[config.mk]
export PLATFORM = sky130hd
export DESIGN_NAME = move_query_ctrl
export DESIGN_NICKNAME = d
export VERILOG_FILES = /design/src/rtl/chess_pkg.sv /design/src/rtl/mask_serializer.sv /design/src/rtl/move_query_ctrl.sv
export SDC_FILE = /design/constraint.sdc
export NUM_CORES = 1
export LEC_CHECK = 0
export CAP_MARGIN = 5
export CORE_AREA = 2 2 149 151
export CTS_CLUSTER_SIZE = 24
export DETAILED_ROUTE_END_ITERATION = 7
export DIE_AREA = 0 0 151 153
export PLACE_DENSITY = 0.8
export SYNTH_ARGS = -nofsm -noshare
export SYNTH_HDL_FRONTEND = slang
export SYNTH_SLANG_ARGS = --single-unit
export TNS_END_PERCENT = 1
[constraint.sdc]
create_clock -name clk -period 2.3 [get_ports clk]
set_input_delay 0.345 -clock clk [delete_from_list [all_inputs] [get_ports clk]]
set_output_delay 0.345 -clock clk [all_outputs]
set_load 0.005 [all_outputs]
[src/rtl/chess_pkg.sv]
// Shared chess constants: piece encodings, board size, pawn start ranks,
// controller FSM states and the optional pawn double-push helper.
package chess_pkg;

   localparam int unsigned BOARD_SQ = 64;

   localparam logic [3:0] BROOK   = 4'd0;
   localparam logic [3:0] BKNIGHT = 4'd1;
   localparam logic [3:0] BBISHOP = 4'd2;
   localparam logic [3:0] BQUEEN  = 4'd3;
   localparam logic [3:0] BKING   = 4'd4;
   localparam logic [3:0] BPAWN   = 4'd5;
   localparam logic [3:0] WROOK   = 4'd6;
   localparam logic [3:0] WKNIGHT = 4'd7;
   localparam logic [3:0] WBISHOP = 4'd8;
   localparam logic [3:0] WQUEEN  = 4'd9;
   localparam logic [3:0] WKING   = 4'd10;
   localparam logic [3:0] WPAWN   = 4'd11;

   localparam logic [5:0] WPAWN_START_LO = 6'd8;
   localparam logic [5:0] WPAWN_START_HI = 6'd15;
   localparam logic [5:0] BPAWN_START_LO = 6'd48;
   localparam logic [5:0] BPAWN_START_HI = 6'd55;

   typedef enum logic [2:0] {StIdle, StLoad, StSettle, StCapture, StSend} ctrl_state_e;

   // Adds the two-square pawn push from the start rank when both squares ahead are empty
   // and the mesh already reports the single push.
   function automatic logic [63:0] pawn_double(input logic [63:0] mask, input logic [5:0] sq,
                                               input logic [3:0] piece, input logic [63:0] occ);
      logic [63:0] m;
      m = mask;
      if (piece == WPAWN && sq >= WPAWN_START_LO && sq <= WPAWN_START_HI) begin
         if (!occ[sq + 6'd8] && !occ[sq + 6'd16] && m[sq + 6'd8]) m[sq + 6'd16] = 1'b1;
      end else if (piece == BPAWN && sq >= BPAWN_START_LO && sq <= BPAWN_START_HI) begin
         if (!occ[sq - 6'd8] && !occ[sq - 6'd16] && m[sq - 6'd8]) m[sq - 6'd16] = 1'b1;
      end
      return m;
   endfunction

endpackage

[src/rtl/mask_serializer.sv]
// Streams a captured 64-bit move mask as OUT_W-wide beats, lowest bits first,
// holding data stable under backpressure.
module mask_serializer
   import chess_pkg::*;
#(
   parameter int unsigned OUT_W = 32
) (
   input  logic                clk,
   input  logic                rst_n,
   input  logic                load_i,
   input  logic [BOARD_SQ-1:0] mask_i,
   input  logic                rsp_ready_i,
   output logic                rsp_valid_o,
   output logic [OUT_W-1:0]    rsp_data_o,
   output logic                rsp_last_o,
   output logic                done_o
);

   localparam int unsigned NumBeats = BOARD_SQ / OUT_W;
   localparam int unsigned BeatW    = (NumBeats > 1) ? $clog2(NumBeats) : 1;

   logic [BOARD_SQ-1:0] mask_q;
   logic [BOARD_SQ-1:0] shifted;
   logic [BeatW-1:0]    beat_q, beat_d;
   logic                valid_q, valid_d;
   logic                hs;

   assign hs          = valid_q & rsp_ready_i;
   assign rsp_valid_o = valid_q;
   assign rsp_last_o  = valid_q & (beat_q == BeatW'(NumBeats - 1));
   assign done_o      = hs & rsp_last_o;

   // Beat counter and valid flag advance only on a handshake.
   always_comb begin
      beat_d  = beat_q;
      valid_d = valid_q;
      if (load_i) begin
         beat_d  = '0;
         valid_d = 1'b1;
      end else if (hs) begin
         if (rsp_last_o) begin
            beat_d  = '0;
            valid_d = 1'b0;
         end else begin
            beat_d = beat_q + BeatW'(1);
         end
      end
   end

   // Slice mux selecting the current beat.
   always_comb begin
      shifted    = mask_q >> (32'(beat_q) * OUT_W);
      rsp_data_o = shifted[OUT_W-1:0];
   end

   // Mask, beat and valid registers.
   always_ff @(posedge clk or negedge rst_n) begin
      if (!rst_n) begin
         mask_q  <= '0;
         beat_q  <= '0;
         valid_q <= 1'b0;
      end else begin
         if (load_i) mask_q <= mask_i;
         beat_q  <= beat_d;
         valid_q <= valid_d;
      end
   end

endmodule

[src/rtl/move_query_ctrl.sv]
// Move-query sequencer: loads one query into the move-generation mesh, clears it,
// waits SETTLE_CYCLES, captures the move bits and streams the mask back.
// Optional feature macro: MOVE_QUERY_PAWN_DOUBLE_EN adds pawn double pushes at capture.
module move_query_ctrl
   import chess_pkg::*;
#(
   parameter int unsigned SETTLE_CYCLES = 4,
   parameter int unsigned OUT_W         = 32
) (
   input  logic                clk,
   input  logic                rst_n,
   input  logic                req_valid_i,
   output logic                req_ready_o,
   input  logic [5:0]          req_square_i,
   input  logic [3:0]          req_piece_i,
   input  logic [63:0]         req_occ_i,
   input  logic [63:0]         req_white_i,
   output logic                mesh_init_o,
   output logic [5:0]          mesh_square_calc_o,
   output logic [3:0]          mesh_piece_type_o,
   output logic [63:0]         mesh_occupied_o,
   output logic [63:0]         mesh_white_o,
   input  logic [63:0]         mesh_movebits_i,
   output logic                rsp_valid_o,
   input  logic                rsp_ready_i,
   output logic [OUT_W-1:0]    rsp_data_o,
   output logic                rsp_last_o,
   output logic                rsp_err_o,
   output logic                busy_o
);

   ctrl_state_e state_q, state_d;
   logic [7:0]  cnt_q, cnt_d;
   logic        ready_q, err_q;
   logic [5:0]  sq_q;
   logic [3:0]  piece_q;
   logic [63:0] occ_q, white_q;
   logic [63:0] cap_mask;
   logic        cap_err;
   logic        accept, ser_done, ser_valid;

   assign accept = (state_q == StIdle) & req_valid_i & ready_q;

   // State register.
   always_ff @(posedge clk or negedge rst_n) begin
      if (!rst_n) state_q <= StIdle;
      else        state_q <= state_d;
   end

   // Next-state logic and settle counter.
   always_comb begin
      state_d = state_q;
      cnt_d   = cnt_q;
      unique case (state_q)
         StIdle:    if (accept) state_d = StLoad;
         StLoad: begin
            state_d = StSettle;
            cnt_d   = 8'(SETTLE_CYCLES - 1);
         end
         StSettle: begin
            if (cnt_q == 8'd0) state_d = StCapture;
            else               cnt_d   = cnt_q - 8'd1;
         end
         StCapture: state_d = StSend;
         StSend:    if (ser_done) state_d = StIdle;
         default:   state_d = StIdle;
      endcase
   end

   // Outputs decoded from state.
   always_comb begin
      mesh_init_o = (state_q == StIdle) || (state_q == StLoad);
      busy_o      = (state_q != StIdle);
   end

   // Captured mask: self-square cleared, illegal piece zeroes the mask.
   always_comb begin
      cap_err          = (piece_q > WPAWN);
      cap_mask         = mesh_movebits_i;
      cap_mask[sq_q]   = 1'b0;
      if (cap_err) cap_mask = '0;
`ifdef MOVE_QUERY_PAWN_DOUBLE_EN
      cap_mask = pawn_double(cap_mask, sq_q, piece_q, occ_q);
`endif
   end

   // Request capture, ready flag, settle counter and error flag.
   always_ff @(posedge clk or negedge rst_n) begin
      if (!rst_n) begin
         ready_q <= 1'b0;
         cnt_q   <= '0;
         err_q   <= 1'b0;
         sq_q    <= '0;
         piece_q <= '0;
         occ_q   <= '0;
         white_q <= '0;
      end else begin
         // Ready is registered so it drops the cycle after acceptance.
         ready_q <= (state_d == StIdle);
         cnt_q   <= cnt_d;
         if (state_q == StCapture) err_q <= cap_err;
         if (accept) begin
            sq_q    <= req_square_i;
            piece_q <= req_piece_i;
            occ_q   <= req_occ_i;
            white_q <= req_white_i;
         end
      end
   end

   assign req_ready_o        = ready_q;
   assign mesh_square_calc_o = sq_q;
   assign mesh_piece_type_o  = piece_q;
   assign mesh_occupied_o    = occ_q;
   assign mesh_white_o       = white_q;
   assign rsp_valid_o        = ser_valid;
   assign rsp_err_o          = ser_valid & err_q;

   mask_serializer #(
      .OUT_W (OUT_W)
   ) u_ser (
      .clk         (clk),
      .rst_n       (rst_n),
      .load_i      (state_q == StCapture),
      .mask_i      (cap_mask),
      .rsp_ready_i (rsp_ready_i),
      .rsp_valid_o (ser_valid),
      .rsp_data_o  (rsp_data_o),
      .rsp_last_o  (rsp_last_o),
      .done_o      (ser_done)
   );

endmodule

==> results of run 1 <==
-- per-layer routing --
layer / global-route usage (%) / vias up / share of wire [%]
met5: 0 / - / 0
met3: 6.60 / 61 / 9.8
met2: 40.4 / 344 / 50
li1: - / 3133 / -
met1: 26.5 / 3474 / 36
met4: 9.35 / 0 / 3.6
-- Yosys cell counts, types with 2 or more instances --
| cell type | instances |
|---|---|
| buf_1 | 5 |
| nor3b_2 | 3 |
| a21oi_1 | 4 |
| nor2_1 | 8 |
| dfrtp_1 | 217 |
| a32o_1 | 64 |
| nand3_1 | 4 |
| o21ai_0 | 2 |
| inv_1 | 3 |
| buf_2 | 14 |
| nor3_1 | 5 |
| mux2_2 | 170 |
| or3b_2 | 3 |
| buf_6 | 14 |
| and2_1 | 2 |
| nand2_1 | 73 |
| and3b_1 | 7 |
| clkbuf_1 | 17 |
| nor4_1 | 2 |
| nor3b_1 | 5 |
| and3_1 | 2 |
| mux2i_1 | 5 |
-- state kept, by name (all words and copies together) (netlist names), 3 cells and up --
signal,count
u_ser.mask_q,64
mesh_white_o,64
state_q,3
mesh_square_calc_o,6
cnt_q,8
mesh_occupied_o,64
mesh_piece_type_o,4
-- layout make-up --
type                            count  area share (%)
Multi-Input combinational cell    376            24.0
Inverter                            3          0.0803
Sequential cell                   217            38.7
Antenna cell                        4          0.0714
Tap cell                          280            2.50
Timing Repair Buffer              400            28.9
Clock inverter                     10           0.919
Clock buffer                       32            4.86
-- worst max path at each step --
stage                                     endpoint  cells past startpoint  slack (ns)
floorplan           mesh_occupied_o[0]$_DFFE_PN0P_                      6        0.57
global placement      mesh_white_o[21]$_DFFE_PN0P_                      4        0.28
detailed placement    mesh_white_o[19]$_DFFE_PN0P_                      4        0.23
CTS                                  rsp_data_o[3]                      3       -0.04
global route                         rsp_data_o[3]                      3       -0.08
finish                              rsp_data_o[21]                      3       -0.03
-- worst max-delay path, stage by stage (launching register included) --
cell	delay [ns]
dfrtp_1	0.37
buf_12	0.23
mux2_2	0.39
clkdlybuf4s50_1	0.45
-- logic make-up (layout without fill, tap and decap cells) --
logic type               Yosys count  in the layout
flip-flops                       217            217
multiplexers                     175            175
AND/OR/NAND/NOR                  122            122
AO/OA/AOI/OAI                     77             77
buffers and inverters             53            445
adder cells (fa/ha/maj)            1              1
XOR/XNOR                           1              1
other                              0              4
-- power breakdown --
part	leakage (nW)	switching, mW	internal, mW
registers	2.64	1.20	5.68
clock network	0.404	1.55	2.41
logic	2.80	3.04	5.49
-- placed cells by master, fill, tap and decap left out, drive strengths merged, types with 2 or more instances in the layout --
master,netlist,layout
nor3,5,5
clkbuf,17,32
mux2i,5,5
o21ai,2,2
mux2,170,170
nor2,8,8
a21oi,4,4
nand2,73,73
nor3b,8,8
and3,3,3
or3b,3,3
buf,33,19
and3b,7,7
bufinv,0,3
and2,2,2
nor4,2,2
clkinv,0,7
inv,3,3
dfrtp,217,217
dlymetal6s2s,0,5
clkdlybuf4s50,0,364
a32o,64,64
nand3,4,4
dlygate4sd2,0,11
diode,0,4
-- what timing repair did --
item	CTS	global route
gates resized for setup	11	6
buffers inserted	0	0
endpoints found under the hold margin	47	0
hold buffers	1	0
setup endpoints to repair	32	22
==> results.toml, run 1 <==
[global_route]
antenna_found_initial = 4
grt_max_degree = 66
gr-usage-all-layers_pct = 23.1
grt_overflow = 0
grt_pass1_vias = 7550
grt_pass1_wl_um = 41500

[drt]
routed_wl_um = 27300
drc_errors = 0
drtAntennaViolNets = 0
drtIter0Drc = 269
via_per_inst = 5.30
dr.pass1.iters = 4
vias = 7012
avgRoutedWirePerCell_um = 20.6

[synthesis]
synthesis.nets = 853
synth-seq-cells = 217
synth.avg_cell_area_um2 = 14.1
synth-edff-count = 0
syn_area_um2 = 9090
yosys.area.top_type = "dfrtp_1"
yosys.area_share.adder_pct = 0.138
synth_top_family_by_area = "multiplexers"
synth_compound_area_share_pct = 8.04
synth_top_cell_area_share_pct = 59.7
synthFlopType = "dfrtp_1"
synth.area.top_cells = "dfrtp_1 60%, mux2_2 21%, a32o_1 7.0%, nand2_1 3.0%, buf_6 1.7%"
ys_types = 39
synth_xor_area_share_pct = 0.0963
yosysSeqAreaShare_pct = 59.7
ys_async_sr_fraction_pct = 100
post_synth_and_or_nand_nor_area_fraction_pct = 6.88
ys.warnings.count = 0
synth_mux_area_share_pct = 21.6
synth_cells = 646

[worst_setup_path]
critPathKind = "reg -> out"
r2r_end = "mesh_white_o[19]$_DFFE_PN0P_"
rr_worst_depth = 4
required_ns = 1.96
crit_path_end_kind = "primary output"
path_max_fanout = 36
cp.arrival_ns = 1.98
crit_start = "u_ser.beat_q$_DFFE_PN0P_"
reg2reg_setup_slack_ns = 0.32
r2r-start = "state_q[1]$_DFF_PN0_"
critPathLaunchType = "register"

[finish]
layout-drive-gt1-share_pct = 23.1
finish.utilization_pct = 65.3
fill_cells = 1627
synthToLayoutAreaGrowth_pct = 54.2
fin_nets = 1229
finish.instance_area_um2 = 14000
final_cells = 1322
area.sequential_um2 = 5430
multi_input_area_um2 = 3360

[floorplan]
die_y_um = 153
num_rows = 54
start_util_pct = 42.3
dieArea_um2 = 23100
boundaryPins = 382
coreArea_um2 = 21500
fp.dieW_um = 151

[cts]
cts_buffer_depth = 3
cts_tree = "done"
clk_latency_ns = 0.52
cts_buffers = 24
cts_max_level = 1
cts_root_buf = "clkbuf_16"
cts.sinks = 217
path_clk_slew_ns = 0.06

[power]
leakage_nw = 5.84
p_total_mw = 19.4
ir_worst_vdd_mv = 0.854
p_per_area_nw_per_um2 = 1380

[timing]
slew_headroom_pct = 47.3
clock_skew_ns = 0.0153
final.setup.tns_ns = -0.183
setup_viol = 12
fin_ws_ns = -0.0265
rsz0062_at_grt = "true"
fin_crit_sh_pct = 101
min_period_ns = 2.33
finalHoldViolations = 0
finalMaxSlewViolations = 0
max_freq_ghz = 0.430
hold_ws_ns = 0.387
tightest_slew_ns = 0.783

[worst_hold_path]
min_path_type = "in -> async"

[run_status]
failed_checks = "setup timing"
status = "finished, violations left"

[placement]
post_dp_cell_area_um2 = 13200
placedCellCount = 1275
portBuffers = 381
preCtsSetupSlack_ns = 0.230
dp_hpwl_um = 19300
gp_congestion = 0.830

[flow_run]
cap_violations = 0
(Power assumes the default switching activity.)
==> run 2: changes to the inputs <==
Settings changed: CORE_AREA 2 2 149 151 to 2 2 150 152, DIE_AREA 0 0 151 153 to 0 0 152 154, HOLD_SLACK_MARGIN set to 0.15, PLACE_DENSITY 0.8 to 0.81, SYNTH_HIERARCHICAL set to 1.
==> run 2 against run 1 <==
The flow now finishes without violations. Utilization is 2.5 points higher. Combinational power is 13% higher. Fmax is 2.2% higher. Setup slack better by 0.051 ns. Via count is 3.0% higher. Non-clock buffer count is 13 higher. Total power is 6.7% higher. Die area is 1.3% higher. Highest routed layer unchanged.
==> results.toml, run 2 <==
[global_route]
grt_pass1_wl_um = 45000
gr-usage-all-layers_pct = 24.3
grt_overflow = 0
grt_max_degree = 68
antenna_found_initial = 2
grt_pass1_vias = 7827

[synthesis]
ys.warnings.count = 6
synth_common_cells = "217 x dfrtp_1, 196 x mux2_2, 80 x nand2_1"
ys_types = 38
synth-seq-cells = 217
ys_async_sr_fraction_pct = 100
synth_cells = 703
synth.area.top_cells = "dfrtp_1 57%, mux2_2 23%, mux2_4 6.0%, a21oi_1 3.7%, nand2_1 3.2%"
yosys.area.top_type = "dfrtp_1"
synthFlopType = "dfrtp_1"
yosysMostFrequentCell = "dfrtp_1"
synth_top_cell_area_share_pct = 57.1
synth.avg_cell_area_um2 = 13.5
synthesis.nets = 910
syn_area_um2 = 9500
synth-edff-count = 0
yosysSeqAreaShare_pct = 57.1

[run_status]
status = "finished clean"

[placement]
gp_congestion = 0.857
preCtsSetupSlack_ns = 0.323
dp_hpwl_um = 21100
portBuffers = 381

[floorplan]
fp.dieW_um = 152
boundaryPins = 382
start_util_pct = 43.8
dieArea_um2 = 23400
die_y_um = 154
coreArea_um2 = 21700
num_rows = 54

[worst_hold_path]
min_path_type = "in -> async"

[worst_setup_path]
required_ns = 1.96
path_max_fanout = 7
critPathLaunchType = "register"
crit_path_end_kind = "primary output"
critPathKind = "reg -> out"
cp.arrival_ns = 1.93

[cts]
clk_latency_ns = 0.51
cts.sinks = 217
cts_max_level = 1
cts_tree = "done"
cts_buffers = 24
path_clk_slew_ns = 0.06
cts_root_buf = "clkbuf_16"
cts_buffer_depth = 3

[drt]
drc_errors = 0
drtIter0Drc = 400
drtAntennaViolNets = 0
vias = 7223
dr.pass1.iters = 7
via_per_inst = 5.16
routed_wl_um = 29700
avgRoutedWirePerCell_um = 21.2

[power]
ir_worst_vdd_mv = 0.791
leakage_nw = 6.38
p_per_area_nw_per_um2 = 1410
p_total_mw = 20.7

[timing]
tightest_slew_ns = 0.566
finalMaxSlewViolations = 0
min_period_ns = 2.28
max_freq_ghz = 0.439
fin_crit_sh_pct = 98.9
clock_skew_ns = 0.0109
slew_headroom_pct = 62.2
finalHoldViolations = 0
setup_viol = 0
fin_ws_ns = 0.0244
final.setup.tns_ns = 0

[finish]
final_common_cell = "clkdlybuf4s50_1"
final_cell_mix = "362 x clkdlybuf4s50_1, 216 x dfrtp_1, 196 x mux2_2, 79 x nand2_1, 70 x a21oi_1"
layout-drive-gt1-share_pct = 28.6
fin_nets = 1306
finish.utilization_pct = 67.8
synthToLayoutAreaGrowth_pct = 54.6

[flow_run]
cap_violations = 0
run 2: path summary, 6_finish.rpt:
path,from,to,slack [ns],cells after the start
min in group clk,req_white_i[54],mesh_white_o[54]$_DFFE_PN0P_,0.44,2
max in group asynchronous,rst_n,mesh_white_o[46]$_DFFE_PN0P_,1.22,3
setup / recovery,u_ser/beat_q$_DFFE_PN0P_,rsp_data_o[30],0.02,3
hold reg to reg,cnt_q[4]$_DFFE_PN0P_,cnt_q[4]$_DFFE_PN0P_,0.50,1
setup reg to reg,state_q[0]$_DFF_PN0_,mesh_white_o[25]$_DFFE_PN0P_,0.34,5
hold / removal,rst_n,u_ser/mask_q[12]$_DFFE_PN0P_,0.40,2
run 2: what timing repair did:
item | 4_1_cts | 5_1_grt
pin swaps | 0 | 0
hold buffers | 1 | 0
gates cloned | 0 | 1
setup buffers | 0 | 1
endpoints found under the setup margin | 24 | 13
gates resized for setup | 17 | 3
hold endpoints to repair | 62 | 0
run 2: final cells by class:
| cell class | instances | area, um^2 |
|---|---|---|
| fillers | 1533 | 6990 |
| flip-flops and latches | 217 | 5430 |
| repair buffers | 413 | 4220 |
| multi-input cells | 440 | 3830 |
| clock buffers | 35 | 702 |
| well taps | 280 | 350 |
| clock inverters | 9 | 135 |
| inverters | 3 | 12.5 |
| diodes | 2 | 5.00 |
run 2: logic make-up (layout without fill, tap and decap cells):
logic type,count (synthesis),after routing,synth area share (%)
buffers and inverters,46,460,2.71
other,0,2,0
multiplexers,236,236,29.4
adder cells (fa/ha/maj),1,1,0.132
AO/OA/AOI/OAI,79,79,4.41
flip-flops,217,217,57.1
AND/OR/NAND/NOR,124,124,6.16
run 2: worst max-delay path, cell delays in order (launching register included):
cell and delay, ns:
dfrtp_2 0.40, buf_4 0.19, mux2_2 0.34, clkdlybuf4s50_1 0.49
run 2: metal layers:
metal	track usage [%]	vias to the layer above	wire, um
met1	29.9	3574	11500
met3	8.09	51	2810
met4	7.52	0	765
met5	0	-	0
li1	-	3281	-
met2	40.9	317	14600
run 2: stage by stage:
| stage | cell area [um^2] | std cells | hold slack (ns) |
|---|---|---|---|
| CTS | 14600 | 1395 | 0.410 |
| floorplan | 9500 | 703 | 0.0494 |
| finish | 14700 | 1399 | 0.395 |
| global route | 14700 | 1399 | 0.418 |
| detailed placement | 13800 | 1350 | 0.353 |
| global placement | 13800 | 1350 | 0.353 |
run 2: where the power goes:
group / leakage [nW] / switching [mW] / internal, mW
clock: 0.414 / 1.58 / 2.46
combinational: 3.34 / 3.54 / 6.10
sequential: 2.62 / 1.26 / 5.72
==> run 3: changes to the inputs <==
Settings changed: CORE_AREA 2 2 150 152 to 4 4 152 154, CTS_CLUSTER_SIZE 24 to not set, DIE_AREA 0 0 152 154 to 0 0 156 158.
==> run 3 against run 2 <==
Clock-buffer cell count down 1. Utilization grew 0.14 points. Largest cell class unchanged. Cell count is 0.29% higher. Register-to-register slack hardly changed. Via count is 0.37% lower. Highest routed layer unchanged. Critical path type unchanged. Critical path depth stayed put. Largest power group unchanged.
==> results.toml, run 3 (synthesized netlist as in run 2, its figures left out) <==
[floorplan]
boundaryPins = 382
fp.dieW_um = 156
die_y_um = 158
start_util_pct = 43.8
num_rows = 54
dieArea_um2 = 24600
coreArea_um2 = 21700

[global_route]
top_usage_layer = "met2"
grt_pass1_vias = 7862
antenna_found_initial = 3
grt_overflow = 0
met1_usage_pct = 27.7
met3_usage_pct = 8.78
gr-usage-all-layers_pct = 23.2
grt_max_degree = 74
grt_use_met2_pct = 39.4
grt_pass1_wl_um = 44600

[timing]
finalHoldViolations = 0
slew_headroom_pct = 61.5
min_period_ns = 2.27
fin_crit_sh_pct = 98.6
rsz0062_at_grt = "true"
finalMaxSlewViolations = 0
setup_viol = 0
max_freq_ghz = 0.441
clock_skew_ns = 0.0142
tightest_slew_ns = 0.578

[cts]
cts_buffers = 25
cts_root_buf = "clkbuf_16"
path_clk_slew_ns = 0.06
clk_latency_ns = 0.51
cts_buffer_depth = 3
cts_tree = "done"
cts_max_level = 1
cts.sinks = 217

[finish]
finish.instance_area_um2 = 14700
layout-drive-gt1-share_pct = 28.7
fin_nets = 1308
final_cell_mix = "368 x clkdlybuf4s50_1, 216 x dfrtp_1, 196 x mux2_2, 79 x nand2_1, 70 x a21oi_1"
final_common_cell = "clkdlybuf4s50_1"
synthToLayoutAreaGrowth_pct = 55.0

[worst_setup_path]
required_ns = 1.96
critPathLaunchType = "register"
crit_path_end_kind = "primary output"
cp.arrival_ns = 1.92
reg2reg_setup_slack_ns = 0.34
path_max_fanout = 21
critPathKind = "reg -> out"

[placement]
portBuffers = 381
gp_congestion = 0.802
post_dp_cell_area_um2 = 13800
dp_hpwl_um = 22100

[power]
p_total_mw = 20.8
ir_worst_vdd_mv = 0.819
p_per_area_nw_per_um2 = 1410
leakage_nw = 6.47

[drt]
drtIter0Drc = 352
drtAntennaViolNets = 0
vias = 7196
routed_wl_um = 30100
drc_errors = 0
avgRoutedWirePerCell_um = 21.5
via_per_inst = 5.13
dr.pass1.iters = 4

[flow_run]
cap_violations = 0

[worst_hold_path]
min_path_type = "in -> async"

[run_status]
status = "finished clean"
-- run 3: cell count changes in the layout (fill, tap and decap cells not counted), moves of 2 or more --
cell / before / now
buf_12: 13 / 10
buf_4: 17 / 21
clkbuf_8: 6 / 4
clkdlybuf4s50_1: 362 / 368
clkinvlp_4: 0 / 2
diode_2: 2 / 4
dlygate4sd2_1: 17 / 0
dlymetal6s2s_1: 1 / 12
-- run 3: layout make-up --
| cell class | instances | area (um^2) |
|---|---|---|
| clock buffers | 34 | 699 |
| clock inverters | 11 | 164 |
| repair buffers | 414 | 4230 |
| fillers | 1569 | 6960 |
| flip-flops and latches | 217 | 5430 |
| multi-input cells | 440 | 3830 |
| inverters | 3 | 12.5 |
| well taps | 280 | 350 |
| diodes | 4 | 10.0 |
-- run 3: where the power goes --
| group | leakage [nW] | total [mW] | internal [mW] | switching, mW |
|---|---|---|---|---|
| Sequential | 2.62 | 6.96 | 5.72 | 1.23 |
| Clock | 0.420 | 4.15 | 2.58 | 1.57 |
| Combinational | 3.43 | 9.69 | 6.14 | 3.55 |
-- run 3: stage by stage --
step                      setup WS (ns)  hold slack [ns]  std cells  utilization (%)  TNS, ns
after floorplan                   0.390           0.0494        703                -        0
after global placement            0.344            0.363       1352             63.6        0
after CTS                        0.0100            0.421       1399             67.7        0
final                            0.0330            0.409       1403             67.9        0
after global routing            -0.0201            0.423       1402             67.9  -0.0591
after detailed placement          0.302            0.364       1352             63.6        0
-- run 3: worst paths after layout --
check                           cells after the start                            start                         endpoint
worst max-delay path                                3         u_ser/beat_q$_DFFE_PN0P_                   rsp_data_o[31]
worst min-delay path                                2                            rst_n     u_ser/mask_q[43]$_DFFE_PN0P_
worst max register to register                      5             state_q[0]$_DFF_PN0_     mesh_white_o[18]$_DFFE_PN0P_
worst min register to register                      1  mesh_occupied_o[44]$_DFFE_PN0P_  mesh_occupied_o[44]$_DFFE_PN0P_
max in group asynchronous                           3                            rst_n     mesh_white_o[30]$_DFFE_PN0P_
min in group clk                                    2                  req_white_i[27]     mesh_white_o[27]$_DFFE_PN0P_
-- run 3: worst max-delay path: stages (launching register included) --
cell and delay (ns):
dfrtp_2 0.40, buf_12 0.19, mux2_2 0.37, clkdlybuf4s50_1 0.45
-- run 3: metal layers --
layer	share of wire [%]	vias up
met4	2.5	0
li1	-	3267
met1	38	3587
met2	50	295
met5	0	-
met3	10	47
-- run 3: timing repair --
action / CTS / global route
buffers inserted: 1 / 0
hold buffers: 1 / 0
endpoints found under the setup margin: 30 / 24
gates resized for setup: 1 / 14
endpoints found under the hold margin: 67 / 0
pin swaps: 0 / 0
